[src/rtl/microaddr_pkg.sv]
// Shared types for the Z-Machine microaddress sequencer: the sequencing
// command encoding and the default microaddress width.
package microaddr;

   localparam int DEFAULT_AW = 11;

   typedef enum logic [2:0] {
      NEXT     = 3'd0,
      JUMP     = 3'd1,
      BRANCH   = 3'd2,
      DISPATCH = 3'd3,
      CALL     = 3'd4,
      RETURN   = 3'd5,
      HOLD     = 3'd6
   } cmd_t;

endpackage

[src/rtl/microaddr_stack.sv]
// LIFO return-address stack for the microsequencer: register array plus a
// single pointer. Overflow/underflow policy is left to the parent.
module microaddr_stack #(
   parameter int AW    = 11,
   parameter int DEPTH = 4
) (
   input  logic                         clk,
   input  logic                         reset,
   input  logic                         push,
   input  logic                         pop,
   input  logic [AW-1:0]                push_data,
   output logic [AW-1:0]                top,
   output logic                         full,
   output logic                         empty,
   output logic [$clog2(DEPTH+1)-1:0]   depth
);

   localparam int PW    = $clog2(DEPTH + 1);
   localparam int IW    = (DEPTH > 1) ? $clog2(DEPTH) : 1;
   localparam int SLOTS = 1 << IW;

   logic [AW-1:0] mem_reg [SLOTS];
   logic [PW-1:0] ptr_reg;
   logic [PW-1:0] ptr_dec;
   logic [IW-1:0] wr_idx;
   logic [IW-1:0] rd_idx;

   assign ptr_dec = ptr_reg - PW'(1);
   assign wr_idx  = ptr_reg[IW-1:0];
   assign rd_idx  = ptr_dec[IW-1:0];

   assign full  = (ptr_reg == PW'(DEPTH));
   assign empty = (ptr_reg == '0);
   assign depth = ptr_reg;
   assign top   = mem_reg[rd_idx];

   // Contents are don't-care after reset, so only the pointer is cleared.
   always_ff @(posedge clk) begin
      if (push && !full) begin
         mem_reg[wr_idx] <= push_data;
      end
   end

   always_ff @(posedge clk or negedge reset) begin
      if (!reset) begin
         ptr_reg <= '0;
      end else if (push && !full) begin
         ptr_reg <= ptr_reg + PW'(1);
      end else if (pop && !empty) begin
         ptr_reg <= ptr_dec;
      end
   end

endmodule

[src/rtl/microaddr_sequencer.sv]
// Microprogram address generator: next/jump/branch/dispatch sequencing with a
// hardware call/return stack, stall, and sticky halting fault flags.
module microaddr_sequencer
   import microaddr::*;
#(
   parameter int              AW         = DEFAULT_AW,
   parameter int              DEPTH      = 4,
   parameter logic [AW-1:0]   RESET_ADDR = '0
) (
   input  logic                         clk,
   input  logic                         reset,
   input  logic                         stall,
   input  logic [2:0]                   cmd,
   input  logic                         cond,
   input  logic [AW-1:0]                load_addr,
   input  logic [AW-1:0]                dispatch_addr,
   output logic [AW-1:0]                addr,
   output logic [$clog2(DEPTH+1)-1:0]   depth,
   output logic                         overflow,
   output logic                         underflow
);

   cmd_t          cmd_sel;
   logic [AW-1:0] addr_reg, addr_next;
   logic [AW-1:0] inc;
   logic [AW-1:0] stack_top;
   logic          overflow_reg, overflow_next;
   logic          underflow_reg, underflow_next;
   logic          push, pop;
   logic          stack_full, stack_empty;
   logic          fault;

   assign cmd_sel = cmd_t'(cmd);
   assign inc     = addr_reg + AW'(1);
   assign fault   = overflow_reg | underflow_reg;

   microaddr_stack #(
      .AW    (AW),
      .DEPTH (DEPTH)
   ) u_stack (
      .clk       (clk),
      .reset     (reset),
      .push      (push),
      .pop       (pop),
      .push_data (inc),
      .top       (stack_top),
      .full      (stack_full),
      .empty     (stack_empty),
      .depth     (depth)
   );

   // A fault halts sequencing until reset; stall freezes everything for a cycle.
   always_comb begin
      addr_next      = addr_reg;
      overflow_next  = overflow_reg;
      underflow_next = underflow_reg;
      push           = 1'b0;
      pop            = 1'b0;
      if (!stall && !fault) begin
         unique case (cmd_sel)
            NEXT:     addr_next = inc;
            JUMP:     addr_next = load_addr;
            BRANCH:   addr_next = cond ? load_addr : inc;
            DISPATCH: addr_next = dispatch_addr;
            CALL: begin
               if (stack_full) begin
                  overflow_next = 1'b1;
               end else begin
                  push      = 1'b1;
                  addr_next = load_addr;
               end
            end
            RETURN: begin
               if (stack_empty) begin
                  underflow_next = 1'b1;
               end else begin
                  pop       = 1'b1;
                  addr_next = stack_top;
               end
            end
            HOLD:     addr_next = addr_reg;
            default:  addr_next = addr_reg;
         endcase
      end
   end

   always_ff @(posedge clk or negedge reset) begin
      if (!reset) begin
         addr_reg      <= RESET_ADDR;
         overflow_reg  <= 1'b0;
         underflow_reg <= 1'b0;
      end else begin
         addr_reg      <= addr_next;
         overflow_reg  <= overflow_next;
         underflow_reg <= underflow_next;
      end
   end

   assign addr      = addr_reg;
   assign overflow  = overflow_reg;
   assign underflow = underflow_reg;

endmodule

[config.mk]
export PLATFORM = sky130hd
export DESIGN_NAME = microaddr_sequencer
export DESIGN_NICKNAME = d
export VERILOG_FILES = /design/src/rtl/microaddr_pkg.sv /design/src/rtl/microaddr_stack.sv /design/src/rtl/microaddr_sequencer.sv
export SDC_FILE = /design/constraint.sdc
export NUM_CORES = 1
export LEC_CHECK = 0
export ABC_AREA = 0
export CELL_PAD_IN_SITES_DETAIL_PLACEMENT = 1
export CELL_PAD_IN_SITES_GLOBAL_PLACEMENT = 2
export CORE_UTILIZATION = 37
export DETAILED_ROUTE_END_ITERATION = 16
export PLACE_DENSITY = 0.82
export SYNTH_ARGS = -nofsm -noshare
export SYNTH_HDL_FRONTEND = slang
export SYNTH_SLANG_ARGS = --single-unit
[constraint.sdc]
create_clock -name clk -period 2.85 [get_ports clk]
set_input_delay 0.57 -clock clk [delete_from_list [all_inputs] [get_ports clk]]
set_output_delay 0.57 -clock clk [all_outputs]
set_load 0.02 [all_outputs]
## After elaboration in Yosys (flattened, before gate mapping)

Memory sizes are Yosys's and may differ from the RTL's.
Cells that the tools add are included.

- Bits of input ports: 29
- Memory bits (writable): 44
- Bits in registers: 16
- Word-level logic and storage cells: 45
- Memories: 1

Memories:

| memory | words | bits a word | read ports | clocked after Yosys merged registers in | wr ports | RTL line | RTL |
|---|---|---|---|---|---|---|---|
| u_stack.mem_reg | 4 | 11 | 1 | 0 | 1 | microaddr_stack.sv:22 | `logic [AW-1:0] mem_reg [SLOTS];` |

- Equality and inequality tests: 8
- Reduce and logical (&&, ||, !) cells: 14
- Bitwise logic cells: 1
- Multiplexer cells: 14
- Add/sub/neg operators: 3

Operator list:

| operator | number |
|---|---|
| 11-bit one-hot mux with 6 select lines | 1 |
| 11-bit two-way mux | 3 |
| 11-bit by 1-bit adder with 11-bit output, second input constant | 1 |
| 3-bit == test, second input constant | 3 |
| 1-bit two-way mux | 8 |
| 3-bit by 2-bit == test with 1-bit output, second input constant | 2 |
| 3-bit zero test | 2 |
| 3-bit two-way mux | 2 |
| 3-bit AND reduction | 2 |
| 6-bit nonzero test | 1 |
| 1-bit zero test | 4 |
| 2-bit != test, second input constant | 2 |
| 4-bit AND reduction | 1 |
| 3-bit by 1-bit adder with 3-bit output, second input constant | 1 |
| 3-bit by 1-bit == test with 1-bit output, second input constant | 1 |
| 1-bit logical AND | 3 |
| 3-bit by 1-bit subtractor with 3-bit output, second input constant | 1 |
| 2-bit nonzero test | 1 |
| 1-bit OR | 1 |

## Logic depth before layout (Yosys ltp)

- Depth in word-level cells: 7
- Depth in mapped cells: 9
- Depth with buffers taken out: 7

## Cells and area by module

From an unflattened synthesis, not the netlist that was laid out.

- Cell total of the unflattened synthesis: 221
- Area total of the unflattened synthesis: 3047.9 um^2

By module, submodules not included:

| module | sequential area each (um^2) | area each (um^2) | times used | cells an instance |
|---|---|---|---|---|
| microaddr_stack | 1396.3 | 1895.6 | 1 | 88 |
| microaddr_sequencer | 325.3 | 1152.4 | 1 | 133 |

## Least setup slack after synthesis

Ideal clock, no wire load.

- Path kind: reg2reg
- Start: reg u_stack.ptr_reg[0] (netlist: u_stack.depth[0])
- End: reg addr_reg[9] (netlist: addr[9])
- Path buffers: 2
- Slack: 579 ps
- Cell stages (with the launch flop): 9
- Arrival: 2144 ps
- Clock period less this slack: 2271 ps
- Cell sequence: dfrtp_1 > buf_6 > inv_1 > ha_1 > buf_2 > mux4_2 > a22o_1 > a211oi_1 > o21ai_0

- Word-level cells in the longest chain between the ends: 4

RTL lines:

| element | RTL line | RTL |
|---|---|---|
| start: declaration | microaddr_stack.sv:23 | `logic [PW-1:0] ptr_reg;` |
| start signal: assignment | microaddr_stack.sv:48 | `ptr_reg <= ptr_reg + PW'(1);` |
| start signal: assignment | microaddr_stack.sv:50 | `ptr_reg <= ptr_dec;` |
| 3-bit by 1-bit subtractor with 3-bit output | microaddr_stack.sv:28 | `assign ptr_dec = ptr_reg - PW'(1);` |
| memory read 4 x 11 bit | n/a |  |
| 11-bit two-way mux | microaddr_sequencer.sv:74 | `if (stack_empty) begin` |
| 11-bit one-hot mux with 6 select lines | microaddr_sequencer.sv:60 | `unique case (cmd_sel)` |
| end signal: assignment | microaddr_sequencer.sv:93 | `addr_reg <= addr_next;` |
| end: declaration | microaddr_sequencer.sv:24 | `logic [AW-1:0] addr_reg, addr_next;` |

Parallel ways exist; a longest one is shown, timed or not. The select of a mux whose other input is x is not followed.
A chain may end at the register's enable or synchronous reset.

## Worst setup path in the final report

- Start: in cmd[0]
- End: reg addr_reg[5] (netlist: addr[5])

- Word-level cells in the longest chain between the ends: 3

RTL lines:

| element | RTL line | RTL |
|---|---|---|
| start: declaration | microaddr_sequencer.sv:13 | `input logic [2:0] cmd,` |
| 3-bit == test, or another cell as far along | microaddr_sequencer.sv:60 |  |
| 6-bit nonzero test (no line) / 2-bit != test (equally long branches) | n/a |  |
| 4-bit AND reduction (no line) | n/a |  |

Parallel ways exist; a longest one is shown, timed or not.

==> flow_metrics.env <==
export IMPL_wire_per_inst_um=20.0
export IMPL_end_kind="flop"
export IMPL_die_y_um=96.0
export IMPL_vias_per_cell=5.55
export IMPL_fmax_mhz=440
export IMPL_coreArea_um2=8380
export IMPL_arrival_ps=2490
export IMPL_syn_avg_cell_area_um2=12.1
export IMPL_ant_nets=0
export IMPL_grt_usage=0.211
export IMPL_start_util=0.390
export IMPL_clk_pin_slew_ps=70
export IMPL_fin_crit_sh=0.798
export IMPL_ff2ff_path_depth=8
export IMPL_grt_pass1_wl_mm=13.8
export IMPL_timing_rr_start="u_stack.depth[1]"
export IMPL_cts_sinks=60
export IMPL_worst_setup_path_start_kind="input pin"
export IMPL_cp_required_ps=3070
export IMPL_hold_start="underflow"
export IMPL_outcome="finished, final reports clean"
export IMPL_rsz0062_at_grt="no"
export IMPL_syn_area_um2=3270
export IMPL_insertion_delay_ps=330
export IMPL_antenna_found_initial=0
export IMPL_hold_viol_final=0
export IMPL_placedCellCount=424
export IMPL_clockBufferDepth=2
export IMPL_row_count=33
export IMPL_numCtsBuffers=9
export IMPL_holdPathStages=1
export IMPL_drt_wl_total_mm=8.79
export IMPL_ys_flop_type="edfxtp_1"
export IMPL_synthArstFlopShare=0.267
export IMPL_min_path_type="flop to flop"
export IMPL_die_x_um=96.0
export IMPL_slew_headroom=0.462
export IMPL_synth_edf_count=44
export IMPL_ys_seq_area_frac=0.526
export IMPL_diodes=0
export IMPL_globalplace_congestion=0.789
export IMPL_grt_start_max_net_pins=26
export IMPL_worstHoldEndpoint="underflow"
export IMPL_largest_reg_flops=44
export IMPL_layout_min_cycle_time_ps=2270
export IMPL_r2r_setup_slack_ps=640
export IMPL_synthCells=271
export IMPL_detail_route_iter0_violations=107
export IMPL_ctsHoldBuffers=0
export IMPL_first_global_vias=2513
export IMPL_die_area_um2=9220
export IMPL_pwr_density_cell_nw_per_um2=899
export IMPL_finalSetupViolations=0
export IMPL_drc=0
export IMPL_instances_no_fill=440
export IMPL_synth_fp_nets=306
export IMPL_root_buffer="clkbuf_8"
export IMPL_cp_max_fo=19
export IMPL_worstReg2RegEnd="addr[7]"
export IMPL_firstDrtPassIters=4
export IMPL_finalNetCount=365
export IMPL_cts_tree="done"
export IMPL_num_vias=2443
export IMPL_yosys_warnings=0
export IMPL_synth_seq_cells=60
export IMPL_peakVddDrop_uv=445
export IMPL_leakage_nw=1.50
export IMPL_ioPinCount=45
export IMPL_ys_types=54
export IMPL_place_hpwl_mm=6.53
export IMPL_maxSlewViolCount=0
export IMPL_gr_total_overflow=0
export IMPL_post_cts_resized=0
export IMPL_cap_viol_max_count=0
export IMPL_worst_pin_slew_ps=805
export IMPL_drive_gt1_frac=0.152
export IMPL_skew_ps=6.40
export IMPL_numPortBuffers=44
export IMPL_syn_to_final_growth_pct=25.6
export IMPL_post_cts_setup_buffers=0
export IMPL_setup_tns_ps=0
export IMPL_cts_htree_levels=3
export IMPL_path_class="input pin to flop"
==> power by group <==
part | switching, W | internal (W) | leakage [nW] | total [W]
logic | 0.000870 | 0.000715 | 0.834 | 0.00159
registers | 0.000203 | 0.00118 | 0.578 | 0.00138
clock network | 0.000328 | 0.000395 | 0.0911 | 0.000722
total | 0.00140 | 0.00229 | 1.50 | 0.00369
==> metal layers <==
layer / routed length, µm / vias up / GRT usage
met4: 105 / 0 / 0.0821
met1: 4270 / 1223 / 0.292
met2: 4140 / 56 / 0.331
met3: 284 / 8 / 0.0348
met5: 0 / - / 0
li1: - / 1156 / -
==> cell usage in the layout, fill, tap and decap left out, types with 5 or more instances in the layout <==
cell type         n
nand2_1          21
mux4_2           11
inv_1            15
nand2b_1          5
edfxtp_1         44
o21ai_0          26
nor3_1            7
xnor2_1           7
clkbuf_8          9
ha_1              6
a22oi_1           8
clkdlybuf4s50_1  44
nor2_1           12
buf_4            15
a21oi_1          13
nand3_1           5
nand4_1           5
dfrtp_1          16
==> Yosys cell counts, types with 2 or more instances <==
| cell | instances | share of area |
|---|---|---|
| nor2b_1 | 2 | 0.0038 |
| nand3b_1 | 2 | 0.0046 |
| buf_4 | 5 | 0.011 |
| mux4_2 | 11 | 0.076 |
| nand2_1 | 21 | 0.024 |
| a211oi_1 | 3 | 0.0069 |
| ha_1 | 6 | 0.023 |
| a21oi_1 | 13 | 0.020 |
| a21o_1 | 2 | 0.0046 |
| dfrtp_1 | 16 | 0.12 |
| nor2_1 | 12 | 0.014 |
| nand4_1 | 5 | 0.0096 |
| inv_1 | 15 | 0.017 |
| o21ai_0 | 26 | 0.040 |
| buf_6 | 2 | 0.0069 |
| nand2b_1 | 5 | 0.0096 |
| and3_1 | 3 | 0.0057 |
| a221o_1 | 2 | 0.0061 |
| a22oi_1 | 8 | 0.018 |
| and2_1 | 4 | 0.0076 |
| nor3_1 | 7 | 0.011 |
| a221oi_2 | 2 | 0.0092 |
| xnor2_1 | 7 | 0.019 |
| a41oi_1 | 2 | 0.0054 |
| xor2_1 | 4 | 0.011 |
| edfxtp_1 | 44 | 0.40 |
| nand3_1 | 5 | 0.0076 |
| clkbuf_1 | 3 | 0.0034 |
| buf_2 | 4 | 0.0061 |
| a221oi_1 | 3 | 0.0080 |
| o22a_1 | 2 | 0.0054 |
| o22ai_1 | 3 | 0.0057 |
==> critical path, stage by stage <==
cell and delay (ps):
clkdlybuf4s50_1 460, buf_4 190, buf_4 240, or4bb_1 190, nand3b_4 120, a221oi_2 320
a22oi_1 130, a211o_1 270
==> logic make-up (layout without fill, tap and decap cells) <==
family / count (synthesis) / count (layout) / share of synthesized area
buffers and inverters: 29 / 93 / 0.0451
DFF: 60 / 60 / 0.526
muxes: 11 / 11 / 0.0757
xor gates and xnor gates: 12 / 12 / 0.0344
and+or+nand+nor: 77 / 77 / 0.134
adders and majority gates: 6 / 6 / 0.0230
AOI/OAI and AO/OA: 76 / 76 / 0.162
==> layout make-up <==
type                    count  area [µm²]
repair buffers             62         613
flip-flops and latches     60        1720
multi-input cells         182        1400
clock buffers              10         128
fillers                   915        4280
well taps                 105         131
clock inverters             6        55.1
inverters                  15        56.3
==> worst max-delay path by stage <==
stage | from | endpoint | cells past startpoint
6_report | cmd[0] | addr[5] | 8
5_1_grt | u_stack.depth[1] | addr[7] | 8
4_1_cts | u_stack.depth[0] | depth[0] | 2
3_5_place_dp | cmd[0] | addr[5] | 8
3_3_place_gp | cmd[0] | addr[5] | 8
2_1_floorplan | u_stack.depth[0] | addr[9] | 8
==> per-stage QoR <==
stage / setup WS, ps / cell area (µm²) / hold slack, ps / util / total power, W
final: 577 / 4110 / 522 / 0.490 / 0.00369
after global placement: 293 / 3920 / 503 / 0.468 / 0.00294
after floorplan: 579 / 3270 / 274 / - / 0.00233
after global routing: 477 / 4110 / 554 / 0.490 / 0.00390
after CTS: 586 / 4110 / 524 / 0.490 / 0.00372
after detailed placement: 245 / 3920 / 507 / 0.468 / 0.00298
(Power assumes the default switching activity.)
